### src/rtl/lcd_char_driver.sv
`default_nettype none
// ============================================================================
//  Module      : lcd_char_driver
//  Description : HD44780 8-bit character LCD driver. Powers up, initialises
//                the panel, then writes two 16-character lines per frame.
//  Revision    : 1.0 - initial release
// ============================================================================
module lcd_char_driver #(
    parameter int unsigned T_PWRUP = 750000,
    parameter int unsigned T_SETUP = 2,
    parameter int unsigned T_EN    = 25,
    parameter int unsigned T_CMD   = 2500,
    parameter int unsigned T_CLR   = 100000
) (
    input  logic        clk,
    input  logic        rst,
    input  logic        lcd_valid,
    input  logic [31:0] lcd_data_str_0_0,
    input  logic [31:0] lcd_data_str_0_1,
    input  logic [31:0] lcd_data_str_0_2,
    input  logic [31:0] lcd_data_str_0_3,
    input  logic [31:0] lcd_data_str_1_0,
    input  logic [31:0] lcd_data_str_1_1,
    input  logic [31:0] lcd_data_str_1_2,
    input  logic [31:0] lcd_data_str_1_3,
    output logic        lcd_ready,
    output logic        lcd_rs,
    output logic        lcd_rw,
    output logic        lcd_e,
    output logic [7:0]  lcd_db
);

    // A zero-length phase still occupies one cycle.
    localparam logic [31:0] c_PWRUP_CYC = (T_PWRUP == 0) ? 32'd1 : 32'(T_PWRUP);
    localparam logic [31:0] c_SETUP_CYC = (T_SETUP == 0) ? 32'd1 : 32'(T_SETUP);
    localparam logic [31:0] c_EN_CYC    = (T_EN    == 0) ? 32'd1 : 32'(T_EN);
    localparam logic [31:0] c_CMD_CYC   = (T_CMD   == 0) ? 32'd1 : 32'(T_CMD);
    localparam logic [31:0] c_CLR_CYC   = (T_CLR   == 0) ? 32'd1 : 32'(T_CLR);

    localparam logic [2:0] c_ST_PWRUP = 3'd0;
    localparam logic [2:0] c_ST_INIT  = 3'd1;
    localparam logic [2:0] c_ST_IDLE  = 3'd2;
    localparam logic [2:0] c_ST_SETUP = 3'd3;
    localparam logic [2:0] c_ST_PULSE = 3'd4;
    localparam logic [2:0] c_ST_HOLD  = 3'd5;

    localparam logic [5:0] c_INIT_LAST  = 6'd3;
    localparam logic [5:0] c_FRAME_LAST = 6'd33;

    logic [2:0]   r_state;
    logic [31:0]  r_cnt;
    logic [5:0]   r_idx;
    logic         r_init;
    logic [255:0] r_buf;
    logic         r_ready;
    logic         r_e;
    logic         r_rs;
    logic [7:0]   r_db;

    logic [2:0]   w_state;
    logic [31:0]  w_cnt;
    logic [5:0]   w_idx;
    logic         w_init;
    logic         w_cap;
    logic         w_rs;
    logic [7:0]   w_db;
    logic         w_last;
    logic [31:0]  w_hold_cyc;
    logic [5:0]   w_launch_idx;
    logic         w_launch_init;
    logic [8:0]   w_launch_word;

    // {rs, db} for write `idx` of the init sequence or of a frame.
    function automatic logic [8:0] f_write_word(
        input logic         init_seq,
        input logic [5:0]   idx,
        input logic [255:0] frame
    );
        logic [4:0] v_byte;
        logic [8:0] v_word;
        v_byte = 5'd0;
        v_word = 9'h000;
        if (init_seq) begin
            case (idx[1:0])
                2'd0:    v_word = {1'b0, 8'h38};
                2'd1:    v_word = {1'b0, 8'h0C};
                2'd2:    v_word = {1'b0, 8'h06};
                default: v_word = {1'b0, 8'h01};
            endcase
        end else if (idx == 6'd0) begin
            v_word = {1'b0, 8'h80};
        end else if (idx == 6'd17) begin
            v_word = {1'b0, 8'hC0};
        end else begin
            if (idx < 6'd17) begin
                v_byte = 5'(idx - 6'd1);
            end else begin
                v_byte = 5'(idx - 6'd2);
            end
            v_word = {1'b1, frame[{v_byte, 3'b000} +: 8]};
        end
        return v_word;
    endfunction

    assign w_last        = (r_cnt <= 32'd1);
    assign w_hold_cyc    = (!r_rs && (r_db == 8'h01)) ? c_CLR_CYC : c_CMD_CYC;
    assign w_launch_idx  = (r_state == c_ST_HOLD) ? (r_idx + 6'd1) : 6'd0;
    assign w_launch_init = (r_state == c_ST_IDLE) ? 1'b0 : r_init;
    assign w_launch_word = f_write_word(w_launch_init, w_launch_idx, r_buf);

    always_comb begin
        w_state = r_state;
        w_cnt   = r_cnt;
        w_idx   = r_idx;
        w_init  = r_init;
        w_cap   = 1'b0;
        w_rs    = r_rs;
        w_db    = r_db;
        case (r_state)
            c_ST_PWRUP: begin
                if (w_last) begin
                    w_state = c_ST_INIT;
                    w_idx   = 6'd0;
                    w_init  = 1'b1;
                end else begin
                    w_cnt = r_cnt - 32'd1;
                end
            end
            c_ST_INIT: begin
                w_state       = c_ST_SETUP;
                w_cnt         = c_SETUP_CYC;
                w_idx         = 6'd0;
                {w_rs, w_db}  = w_launch_word;
            end
            c_ST_IDLE: begin
                if (lcd_valid && r_ready) begin
                    w_cap        = 1'b1;
                    w_init       = 1'b0;
                    w_idx        = 6'd0;
                    w_state      = c_ST_SETUP;
                    w_cnt        = c_SETUP_CYC;
                    {w_rs, w_db} = w_launch_word;
                end
            end
            c_ST_SETUP: begin
                if (w_last) begin
                    w_state = c_ST_PULSE;
                    w_cnt   = c_EN_CYC;
                end else begin
                    w_cnt = r_cnt - 32'd1;
                end
            end
            c_ST_PULSE: begin
                if (w_last) begin
                    w_state = c_ST_HOLD;
                    w_cnt   = w_hold_cyc;
                end else begin
                    w_cnt = r_cnt - 32'd1;
                end
            end
            c_ST_HOLD: begin
                if (w_last) begin
                    // HOLD chains straight into the next SETUP so no idle gap appears.
                    if (r_idx == (r_init ? c_INIT_LAST : c_FRAME_LAST)) begin
                        w_state = c_ST_IDLE;
                    end else begin
                        w_idx        = r_idx + 6'd1;
                        w_state      = c_ST_SETUP;
                        w_cnt        = c_SETUP_CYC;
                        {w_rs, w_db} = w_launch_word;
                    end
                end else begin
                    w_cnt = r_cnt - 32'd1;
                end
            end
            default: begin
                w_state = c_ST_PWRUP;
                w_cnt   = c_PWRUP_CYC;
            end
        endcase
    end

    always_ff @(posedge clk) begin
        if (rst) begin
            r_state <= c_ST_PWRUP;
            r_cnt   <= c_PWRUP_CYC;
            r_idx   <= 6'd0;
            r_init  <= 1'b1;
            r_ready <= 1'b0;
            r_e     <= 1'b0;
            r_rs    <= 1'b0;
            r_db    <= 8'h00;
        end else begin
            r_state <= w_state;
            r_cnt   <= w_cnt;
            r_idx   <= w_idx;
            r_init  <= w_init;
            r_ready <= (w_state == c_ST_IDLE);
            r_e     <= (w_state == c_ST_PULSE);
            r_rs    <= w_rs;
            r_db    <= w_db;
        end
    end

    // Frame buffer: byte n of the display is r_buf[8n +: 8], line 0 first.
    always_ff @(posedge clk) begin
        if (w_cap) begin
            r_buf <= {lcd_data_str_1_3, lcd_data_str_1_2, lcd_data_str_1_1, lcd_data_str_1_0,
                      lcd_data_str_0_3, lcd_data_str_0_2, lcd_data_str_0_1, lcd_data_str_0_0};
        end
    end

    assign lcd_ready = r_ready;
    assign lcd_e     = r_e;
    assign lcd_rs    = r_rs;
    assign lcd_db    = r_db;
    assign lcd_rw    = 1'b0;

endmodule
`default_nettype wire

### config.mk
export PLATFORM = sky130hd
export DESIGN_NAME = lcd_char_driver
export DESIGN_NICKNAME = d
export VERILOG_FILES = /design/src/rtl/lcd_char_driver.sv
export SDC_FILE = /design/constraint.sdc
export NUM_CORES = 1
export LEC_CHECK = 0
export ABC_CLOCK_PERIOD_IN_PS = 26700
export BUFFER_PORTS_ARGS = -buffer_cell sky130_fd_sc_hd__buf_2
export CAP_MARGIN = 10
export CORE_MARGIN = 2
export CORE_UTILIZATION = 32
export DETAILED_ROUTE_END_ITERATION = 10
export PLACE_DENSITY = 0.54
export RECOVER_POWER = 100
export SETUP_SLACK_MARGIN = 0.5
export SYNTH_ARGS = -nofsm -noshare
export SYNTH_HDL_FRONTEND = slang
export SYNTH_SLANG_ARGS = --single-unit
### constraint.sdc
create_clock -name clk -period 26.7 [get_ports clk]
set_input_delay 5.34 -clock clk [delete_from_list [all_inputs] [get_ports clk]]
set_output_delay 5.34 -clock clk [all_outputs]
set_load 0.01 [all_outputs]
==> results of run 1 <==
## routing by layer
layer	share of wire, %	up-vias	GRT usage, %	wire, um
met2	48	321	28.7	18600
met1	41	4713	21.6	15800
met4	3.4	16	7.56	1300
li1	-	4793	-	-
met5	0.25	-	0	97
met3	6.8	85	4.41	2600
## metrics by stage
| stage | cell area, sq um | setup slack, ps | utilization [%] | power (mW) |
|---|---|---|---|---|
| 2_1_floorplan | 13600 | 1030 | - | 0.588 |
| 3_3_place_gp | 15400 | 18780 | 36.6 | 0.617 |
| 3_5_place_dp | 15400 | 18770 | 36.6 | 0.619 |
| 4_1_cts | 16500 | 19320 | 39.4 | 1.11 |
| 5_1_grt | 16400 | 9960 | 39.2 | 1.13 |
| 6_report | 16500 | 10880 | 39.2 | 1.10 |
## cell families after synthesis
| group | Yosys count | share of synthesized area [%] |
|---|---|---|
| flops | 309 | 64.4 |
| simple gates | 466 | 16.2 |
| xor+xnor | 15 | 1.02 |
| compound gates | 214 | 11.0 |
| fa+ha+maj | 9 | 0.829 |
| buf+inv | 86 | 3.18 |
| other cells | 1 | 0.0276 |
| mux | 43 | 3.31 |
## layout make-up
| type | instances | area [sq um] |
|---|---|---|
| antenna | 11 | 27.5 |
| inverter | 19 | 71.3 |
| multi-input combinational | 748 | 4420 |
| sequential | 309 | 8750 |
| timing repair buffer | 279 | 1360 |
| tap | 539 | 674 |
| clock buffer | 48 | 1010 |
| clock inverter | 13 | 149 |
| fill | 4124 | 25500 |
## worst max-delay path by stage
stage	startpoint	end
final	lcd_valid	r_buf[88]
after global routing	lcd_valid	r_buf[81]
after CTS	lcd_valid	r_buf[113]
after detailed placement	lcd_valid	r_buf[76]
after global placement	lcd_valid	r_buf[92]
after floorplan	lcd_valid	r_idx[0]
## registers in the layout, indices dropped and copies added (netlist names)
name and cells:
r_buf 256, lcd_db 8, r_cnt 32, lcd_e 1, lcd_ready 1, r_state 3, r_init 1, lcd_rs 1
r_idx 6
## Yosys cell counts (4+ instances only)
cell	number	share of area, %
sky130_fd_sc_hd__o22a_1	6	0.39
sky130_fd_sc_hd__nor2b_1	6	0.28
sky130_fd_sc_hd__buf_6	4	0.33
sky130_fd_sc_hd__nand3_1	25	0.92
sky130_fd_sc_hd__o211ai_1	7	0.39
sky130_fd_sc_hd__or4_1	4	0.22
sky130_fd_sc_hd__a31oi_1	34	1.6
sky130_fd_sc_hd__ha_1	9	0.83
sky130_fd_sc_hd__o21ai_0	22	0.81
sky130_fd_sc_hd__a311oi_1	16	1.0
sky130_fd_sc_hd__nor3b_1	4	0.22
sky130_fd_sc_hd__nand2_1	227	6.3
sky130_fd_sc_hd__mux2i_1	39	2.9
sky130_fd_sc_hd__nand2b_1	5	0.23
sky130_fd_sc_hd__nor4_1	15	0.69
sky130_fd_sc_hd__o21a_1	4	0.22
sky130_fd_sc_hd__a311o_1	4	0.29
sky130_fd_sc_hd__nand4_1	7	0.32
sky130_fd_sc_hd__nor2_1	71	2.0
sky130_fd_sc_hd__or3_1	5	0.23
sky130_fd_sc_hd__xnor2_1	11	0.71
sky130_fd_sc_hd__edfxtp_1	256	57
sky130_fd_sc_hd__clkbuf_1	22	0.61
sky130_fd_sc_hd__o21ai_1	4	0.15
sky130_fd_sc_hd__and3_1	41	1.9
sky130_fd_sc_hd__a22oi_1	4	0.22
sky130_fd_sc_hd__a32oi_1	10	0.64
sky130_fd_sc_hd__inv_1	19	0.52
sky130_fd_sc_hd__nor3_1	27	0.99
sky130_fd_sc_hd__a21oi_1	57	2.1
sky130_fd_sc_hd__dfxtp_1	53	7.8
sky130_fd_sc_hd__buf_4	12	0.66
sky130_fd_sc_hd__buf_2	27	0.99
## power by group through the flow
stage	registers, mW	logic (mW)	clock network [mW]
2_1_floorplan	0.547	0.0411	0
3_3_place_gp	0.549	0.0679	0
3_5_place_dp	0.549	0.0693	0
4_1_cts	0.539	0.0695	0.500
5_1_grt	0.541	0.0767	0.516
6_report	0.540	0.0684	0.487
## worst max-delay path: stages
cell and delay (ps):
sky130_fd_sc_hd__buf_2 80, sky130_fd_sc_hd__nand2_1 110, sky130_fd_sc_hd__nor3_2 170, sky130_fd_sc_hd__clkbuf_1 6520
sky130_fd_sc_hd__clkbuf_1 3340
==> flow_results.org, run 1 <==
** CTS
- Buffer levels on the longest clock path :: 3
- The clock reaches the later pin of the worst-skew pair after between 500 and 600 ps.
- In this run, CTS created clock tree buffers numbering 37.
- In this run the clock root is driven by a sky130_fd_sc_hd__clkbuf_16.
- Hold buffer count at cts :: 0
- After clock tree synthesis, the clock-pin slew on the worst setup and hold paths is 50 ps.
- The H-tree generated during clock tree synthesis spans 2 levels.
- Number of cells upsized or downsized after cts :: 0
- Once the clock tree was built, the setup fixing pass inserted 0 buffers.
- CTS tree :: built
- The tree built by TritonCTS fans out to about 310 sinks.

** Synthesis
- The synthesized netlist contains 87 unique library cells.
- Post-Syn Instances :: 1,143
- Among all flip-flop cells after synthesis, the most frequent one is sky130_fd_sc_hd__edfxtp_1.
- Syn Std Cell Area :: about 14,000 sq um
- Total of flip-flops plus latches after synthesis :: roughly 300
- Post-synthesis sequential area ratio :: 64.4%
- EDFF count, synth :: between 200 and 300
- Dividing the synthesized area by the synthesized cell count gives ~12 sq um.
- Fraction of registers with async set/reset :: 0%
- Nets in the synthesized netlist :: roughly 1,400
- Synthesis Warnings :: 0

** Cells and area
- The library cells used most frequently in the layout, excluding fill and tap cells, are 256 x sky130_fd_sc_hd__edfxtp_1, 232 x sky130_fd_sc_hd__buf_2, 227 x sky130_fd_sc_hd__nand2_1.
- Of the cells placed in the final design, the portion with a size suffix greater than 1 is a little under a quarter.
- Leaving out fill and tap cells, the most frequent cell in the layout is sky130_fd_sc_hd__edfxtp_1.
- # nets final :: 1,662
- Layout-stage area growth over the synthesis result :: 21.1%
- Non-filler cells in the finished layout :: a little under 2,000

** Hold path
- Number of stages on the worst hold path :: 2
- Hold Path Sink :: r_cnt[6]
- In this run the worst hold path is classified as flip-flop to flip-flop.
- The worst hold path begins at r_cnt[6].

** Placement
- Counting tap cells, the placed design contains a total of roughly 1,900 instances.
- IO Port Bufs :: approximately 270
- Placer congestion estimate :: between 0.7 and 0.8
- Placed wire-length estimate :: ~27,000 um

** Floorplanning
- Width of the die :: 210 um
- In this run the count of I/O pins placed on the die edge is around 270.
- Core Footprint :: approximately 42,000 sq um
- Row generation in the floorplan step produced 75 rows.
- The die covers ~44,000 sq um.
- The initial utilization of the core area, before any placement, comes to approximately a third.
- The floorplan step set the die height to between 200 and 250 um.

** Timing
- After routing, the total negative slack on setup checks comes to 0 ps.
- Headroom to the max-slew limit came out at -533%.
- Maximum clock skew at final layout :: 27.5 ps
- Setup violations remaining at the end of the flow were counted as 0.
- Period utilization :: between 50% and 60%
- Timing-limited maximum frequency :: around 63 MHz
- The number of hold violations in the final report came to 0.
- Hold WS :: approximately 480 ps
- Setup repair after global routing missed its margin :: no
- Tmin final :: 15,820 ps
- Transition at the pin with the smallest max-transition slack :: roughly 9500 ps
- Pins Over Slew Limit :: around 260

** Power
- In this run switching power makes up between 20% and 30% of total power.
- Per report_power, the sequential group accounts for slightly below 50% of the total.
- Combinational power share :: 6.2%
- VDD IR max :: between 40 and 50 uV
- Per report_power, the clock group accounts for 44.5% of the total.
- Power per standard cell area :: about 67 nW/um^2
- Total leakage power :: roughly 6 nW
- For this design the total switching power over the nets is 0.240 mW.
- Internal power :: 0.856 mW

** Worst setup path
- The setup check on the worst reg-to-reg path leaves a slack of about 15,000 ps.
- Worst path required time :: 26,730 ps
- Measured in cells, the most critical reg-to-reg path has a length of 4.
- In this run the worst path has a maximum fanout of 176.
- STA classifies the critical path startpoint as an input port.
- At the worst endpoint, the arrival time is between 15,000 and 20,000 ps.
- RR Startpoint :: r_state[2]
- By startpoint and endpoint, the worst setup path is classified as input port to flip-flop.
- The endpoint identified for the worst register-to-register timing path is r_buf[88].
- STA classifies the critical path endpoint as a flip-flop.

** Global route
- For this run the aggregate overflow at the end of global routing stands at 0.
- Number of antenna violations at the first check in global routing :: 16
- Via count of the first global-routing pass :: around 10,000
- GRT Resource Usage Total :: between 15 and 20%
- The first global-routing pass estimated 58,000 um of wire.
- Entering global routing, the biggest net connects between 150 and 200 pins.

** Flow run
- The tool flagged a number of max-cap violations equal to 2.

** Outcome
- The checks that failed: max-capacitance violations, max-slew violations.
- The run finished, with violations left.

** Route
- First-pass detailed-route iteration total :: 4
- In this run, the number of DRC markers left after iteration 0 of detailed routing was roughly 720.
- Routed Antenna Nets :: 0
- Dividing the detail-routed wire length by the instance count gives 19.5 um.
- After detailed routing, the number of vias per cell comes to between 5 and 6.
- The detailed router placed 9,928 vias in this run.
- DRC errors left :: 0
- For this block, the routed nets add up to 38,400 um of wire.
No activity file was read; power rests on OpenSTA's default activity.
==> run 2, diff against run 1 <==
--- a/config.mk
+++ b/config.mk
@@ -5,13 +5,14 @@
 export SDC_FILE = /design/constraint.sdc
 export NUM_CORES = 1
 export LEC_CHECK = 0
-export ABC_CLOCK_PERIOD_IN_PS = 26700
+export ABC_AREA = 1
+export ABC_CLOCK_PERIOD_IN_PS = 15400
 export BUFFER_PORTS_ARGS = -buffer_cell sky130_fd_sc_hd__buf_2
 export CAP_MARGIN = 10
 export CORE_MARGIN = 2
 export CORE_UTILIZATION = 32
 export DETAILED_ROUTE_END_ITERATION = 10
-export PLACE_DENSITY = 0.54
+export PLACE_DENSITY = 0.52
 export RECOVER_POWER = 100
 export SETUP_SLACK_MARGIN = 0.5
 export SYNTH_ARGS = -nofsm -noshare
==> constraint.sdc (replaced) <==
create_clock -name clk -period 15.4 [get_ports clk]
set_input_delay 3.08 -clock clk [delete_from_list [all_inputs] [get_ports clk]]
set_output_delay 3.08 -clock clk [all_outputs]
set_load 0.01 [all_outputs]
==> run 2 against run 1 <==
Compared with the run above: the flow still finishes with violations (max-capacitance violations, max-slew violations); clock power rose by 64%; largest cell class unchanged; highest routed layer unchanged; largest power group unchanged; first-iteration DRC count down 7.4%; critical path depth unchanged; register-to-register slack got worse by 8500 ps.
==> flow_results.org, run 2 <==
** Synthesis
- Dominant register cell in the synthesized netlist :: sky130_fd_sc_hd__edfxtp_1
- Nets in the synthesized netlist :: 1,653 (+17%)
- The number of distinct library cells after synthesis is 53 (-39%).
- Combinational family with the most area after synthesis :: simple AND/OR/NAND/NOR gates
- Synth area leader :: sky130_fd_sc_hd__edfxtp_1
- The sequential-to-total area share from yosys stat is 63.1% (-1.3 points).
- The multiplexer share of the synthesized area is 0% (-3.3 points).
- The proportion of netlist area held by the largest area contributor is 55.4% (-1.2 points).
- Area fraction in and, or, nand and nor cells after synthesis :: 24.4% (+8.1 points)
- Post-Syn Instances :: 1,385 (+21%)
- The post-synthesis share of cell area spent on xor and xnor gates is 1.00% (-0.021 points).
- Yosys attributes the largest share of cell area to sky130_fd_sc_hd__edfxtp_1 55%, sky130_fd_sc_hd__nand3_1 9.7%, sky130_fd_sc_hd__nand2_1 9.6%, sky130_fd_sc_hd__dfxtp_1 7.6%, sky130_fd_sc_hd__inv_1 3.6%.
- The number of synthesized flops with an enable pin is 256 (unchanged).
- Share of the synthesized area in compound gates (AO/OA/AOI/OAI) :: 4.38% (-6.6 points)
- Fraction of the mapped netlist area in adder cells :: 0.812% (-0.017 points)
- Syn Std Cell Area :: 13,900 sq um (+2.1%)
- In the post-synthesis netlist, the cell with the most instances is sky130_fd_sc_hd__nand2_1.
- The yosys synthesis warning count is 0 (unchanged).
- Most frequent cells after synthesis :: 356 x sky130_fd_sc_hd__nand2_1, 268 x sky130_fd_sc_hd__nand3_1, 256 x sky130_fd_sc_hd__edfxtp_1
- Fraction of registers with async set/reset :: 0% (unchanged)
- Total of flip-flops plus latches after synthesis :: 309 (unchanged)
- The synthesized area per cell came to 10.0 sq um (-16%).

** Floorplanning
- Vertical die dimension :: 212 um (+1.0%)
- Core Footprint :: 43,000 sq um (+2.5%)
- The floorplan die area was 45,000 sq um (+2.0%).
- Core Rows :: 76 (+1.3%)
- Width of the die :: 212 um (+1.0%)
- Ports :: 271 (unchanged)
- Starting density of the core :: 32.3% (-0.12 points)

** Cells and area
- The utilization after layout was 38.7% (-0.51 points).
- Layout-stage area growth over the synthesis result :: 20.0%
- The library cells used most frequently in the layout, excluding fill and tap cells, are 358 x sky130_fd_sc_hd__nand2_1, 269 x sky130_fd_sc_hd__nand3_1, 256 x sky130_fd_sc_hd__edfxtp_1.
- Flip-flop count of the largest register after layout :: 256 (unchanged)
- The area of the multi-input gates is 4210 sq um (-4.7%).
- Filler instances :: 4,340 (+5.2%)
- The summed area of non-filler cells in the final layout came to 16,600 sq um (+1.1%).
- Leaving out fill and tap cells, the most frequent cell in the layout is sky130_fd_sc_hd__nand2_1.
- Non-filler cells in the finished layout :: 2,264 (+15%)
- Register name with the most flops :: r_buf
- The area used by sequential logic in the layout came to 8750 sq um (unchanged).
- The net count reported at finish came to 1,914 (+15%).
- The ratio of cells with drive above 1 in the final layout is 17.6% (-4.9 points).

** Timing
- Total count of hold-check failures in the final report :: 0 (unchanged)
- The accumulated negative setup slack is 0 ps (unchanged).
- The routed design could run at a clock period as short as around 9500 ps.
- Setup repair after global routing missed its margin :: no
- The number of setup violations in the final report is 0 (unchanged).
- Hold WS :: 484 ps (+7.64 ps)
- Maximum clock skew at final layout :: 16.9 ps (-10.6 ps)
- Transition at the pin with the smallest max-transition slack :: 4020 ps (-5470 ps)
- Pins Over Slew Limit :: 303 (+16%)
- The max-slew headroom at the worst pin came to -168% (+360 points).
- The worst path uses 61.4% of the clock period.
- Post-route setup slack :: 5940 ps (-4940 ps)
- Derived from the worst setup path, the maximum achievable clock frequency is 106 MHz.

** Hold path
- The number of instances on the worst hold path is 2 (unchanged).
- The worst hold path belongs to the class flip-flop to flip-flop.

** Worst setup path
- Among all stages on the critical path, the largest delay is contributed by sky130_fd_sc_hd__clkbuf_1.
- The number of cells on the worst reg-to-reg path is 21 (+17).
- CP Class :: input port to flip-flop
- Crit-path max FO :: 78 (-56%)
- The worst setup path is captured at a flip-flop.
- Worst path required time :: 15,540 ps (-11,190 ps)
- Critical path, cell by cell :: clkbuf_1 -> nand2_1 -> nor2_1 -> clkbuf_1 -> buf_4
- Worst path max stage delay :: 2850 ps (-3670 ps)
- Most repeated library cell on the critical path :: sky130_fd_sc_hd__clkbuf_1
- Critical Path AT :: 9600 ps (-6260 ps)
- STA classifies the critical path startpoint as an input port.

** Route
- The via count is 10,700 (+7.7%).
- The number of detailed-route iterations in the first pass is 5 (+1).
- The violation count after the first detailed-routing iteration came to 664 (-7.4%).
- Routed Antenna Nets :: 0 (unchanged)
- Vias/cell :: 4.72 (-6.4%)
- Total length of routed wires :: 40,400 um (+5.2%)
- The average wire length per cell after detail routing is 17.9 um (-8.6%).
- The residual DRC count came to 0 (unchanged).

** CTS
- Buffer levels on the longest clock path :: 3 (unchanged)
- CTS root buf :: sky130_fd_sc_hd__clkbuf_16
- Number of buffers created by CTS :: 36 (-2.7%)
- The maximum level of the CTS H-tree came to 2 (unchanged).
- The sink count of the clock tree is 309 (unchanged).
- Worst-path clk slew :: 60 ps (about the same)
- Hold buffer count at cts :: 0 (unchanged)
- The clock network latency to the later pin of the worst-skew pair is 530 ps (-20 ps).
- Number of cells upsized or downsized after cts :: 0 (unchanged)
- TritonCTS built the clock tree.
- The number of setup buffers added after CTS came to 0 (unchanged).

** Global route
- Pin count of the biggest net entering global routing :: 96 (-46%)
- The initial antenna violation count is 10 (-6).
- The first-pass GRT wire length came to 61,400 um (+5.9%).
- GRT Resource Usage Total :: 18.0% (+0.62 points)
- Via count of the first global-routing pass :: 10,600 (+6.0%)
- The overflow left after global routing came to 0 (unchanged).

** Placement
- The half-perimeter wire length after detailed placement is 27,900 um (+5.2%).
- Placer congestion estimate :: 0.837 (+6.0%)
- The total of buffers placed on input and output ports was 269 (unchanged).
- Pre-CTS worst setup slack :: 8980 ps (-9780 ps)
- The cell count after placement is 2,193 (+16%).
- Area post-placement :: 15,700 sq um (+2.1%)

** Flow run
- The number of max-cap violations came to 5 (+3).

** Outcome
- The checks that failed: max-capacitance violations, max-slew violations.
- The run finished, with violations left.

** Power
- VDD IR max :: 75.2 uV (+62%)
- The total power consumption of the routed design is 2.02 mW (+85%).
- The leakage power summed over all cells is 6.67 nW (+8.2%).
- The total power divided by cell area is 121 nW/um^2 (+83%).
## run 2: cell type report
type / count / area share, %
timing repair buffer: 278 / 7.98
clock inverter: 11 / 0.458
antenna: 9 / 0.135
clock buffer: 51 / 6.00
tap: 585 / 4.40
multi-input combinational: 881 / 25.3
inverter: 140 / 3.16
sequential: 309 / 52.5
## run 2: cells by family after synthesis
logic type,count (synthesis)
AND/OR/NAND/NOR,751
flip-flops,309
buffers and inverters,195
AO/OA/AOI/OAI,105
XOR/XNOR,15
adder cells (fa/ha/maj),9
other,1
## run 2: power by group
group	internal, mW	switching, mW
Combinational	0.0947	0.163
Clock	0.467	0.329
Sequential	0.937	0.0318
Total	1.50	0.524
## run 2: final timing paths
path | from | end | slack [ps]
worst max-delay path | lcd_valid | r_buf[97] | 5940
worst min-delay path | r_cnt[19] | r_cnt[19] | 480
worst max register to register | r_state[1] | lcd_db[1] | 6480
worst min register to register | r_cnt[19] | r_cnt[19] | 480
## run 2: layer usage
layer	wire [um]	share of wire (%)	global-route usage [%]
met3	2450	6.1	3.28
met2	19400	48	29.5
met1	17700	44	23.7
met5	13	0.032	0
met4	894	2.2	7.11
## run 2: critical path: cells and delay by family
| family | cells | cell delay (ps) |
|---|---|---|
| simple gates | 2 | 2340 |
| buf+inv | 3 | 4080 |
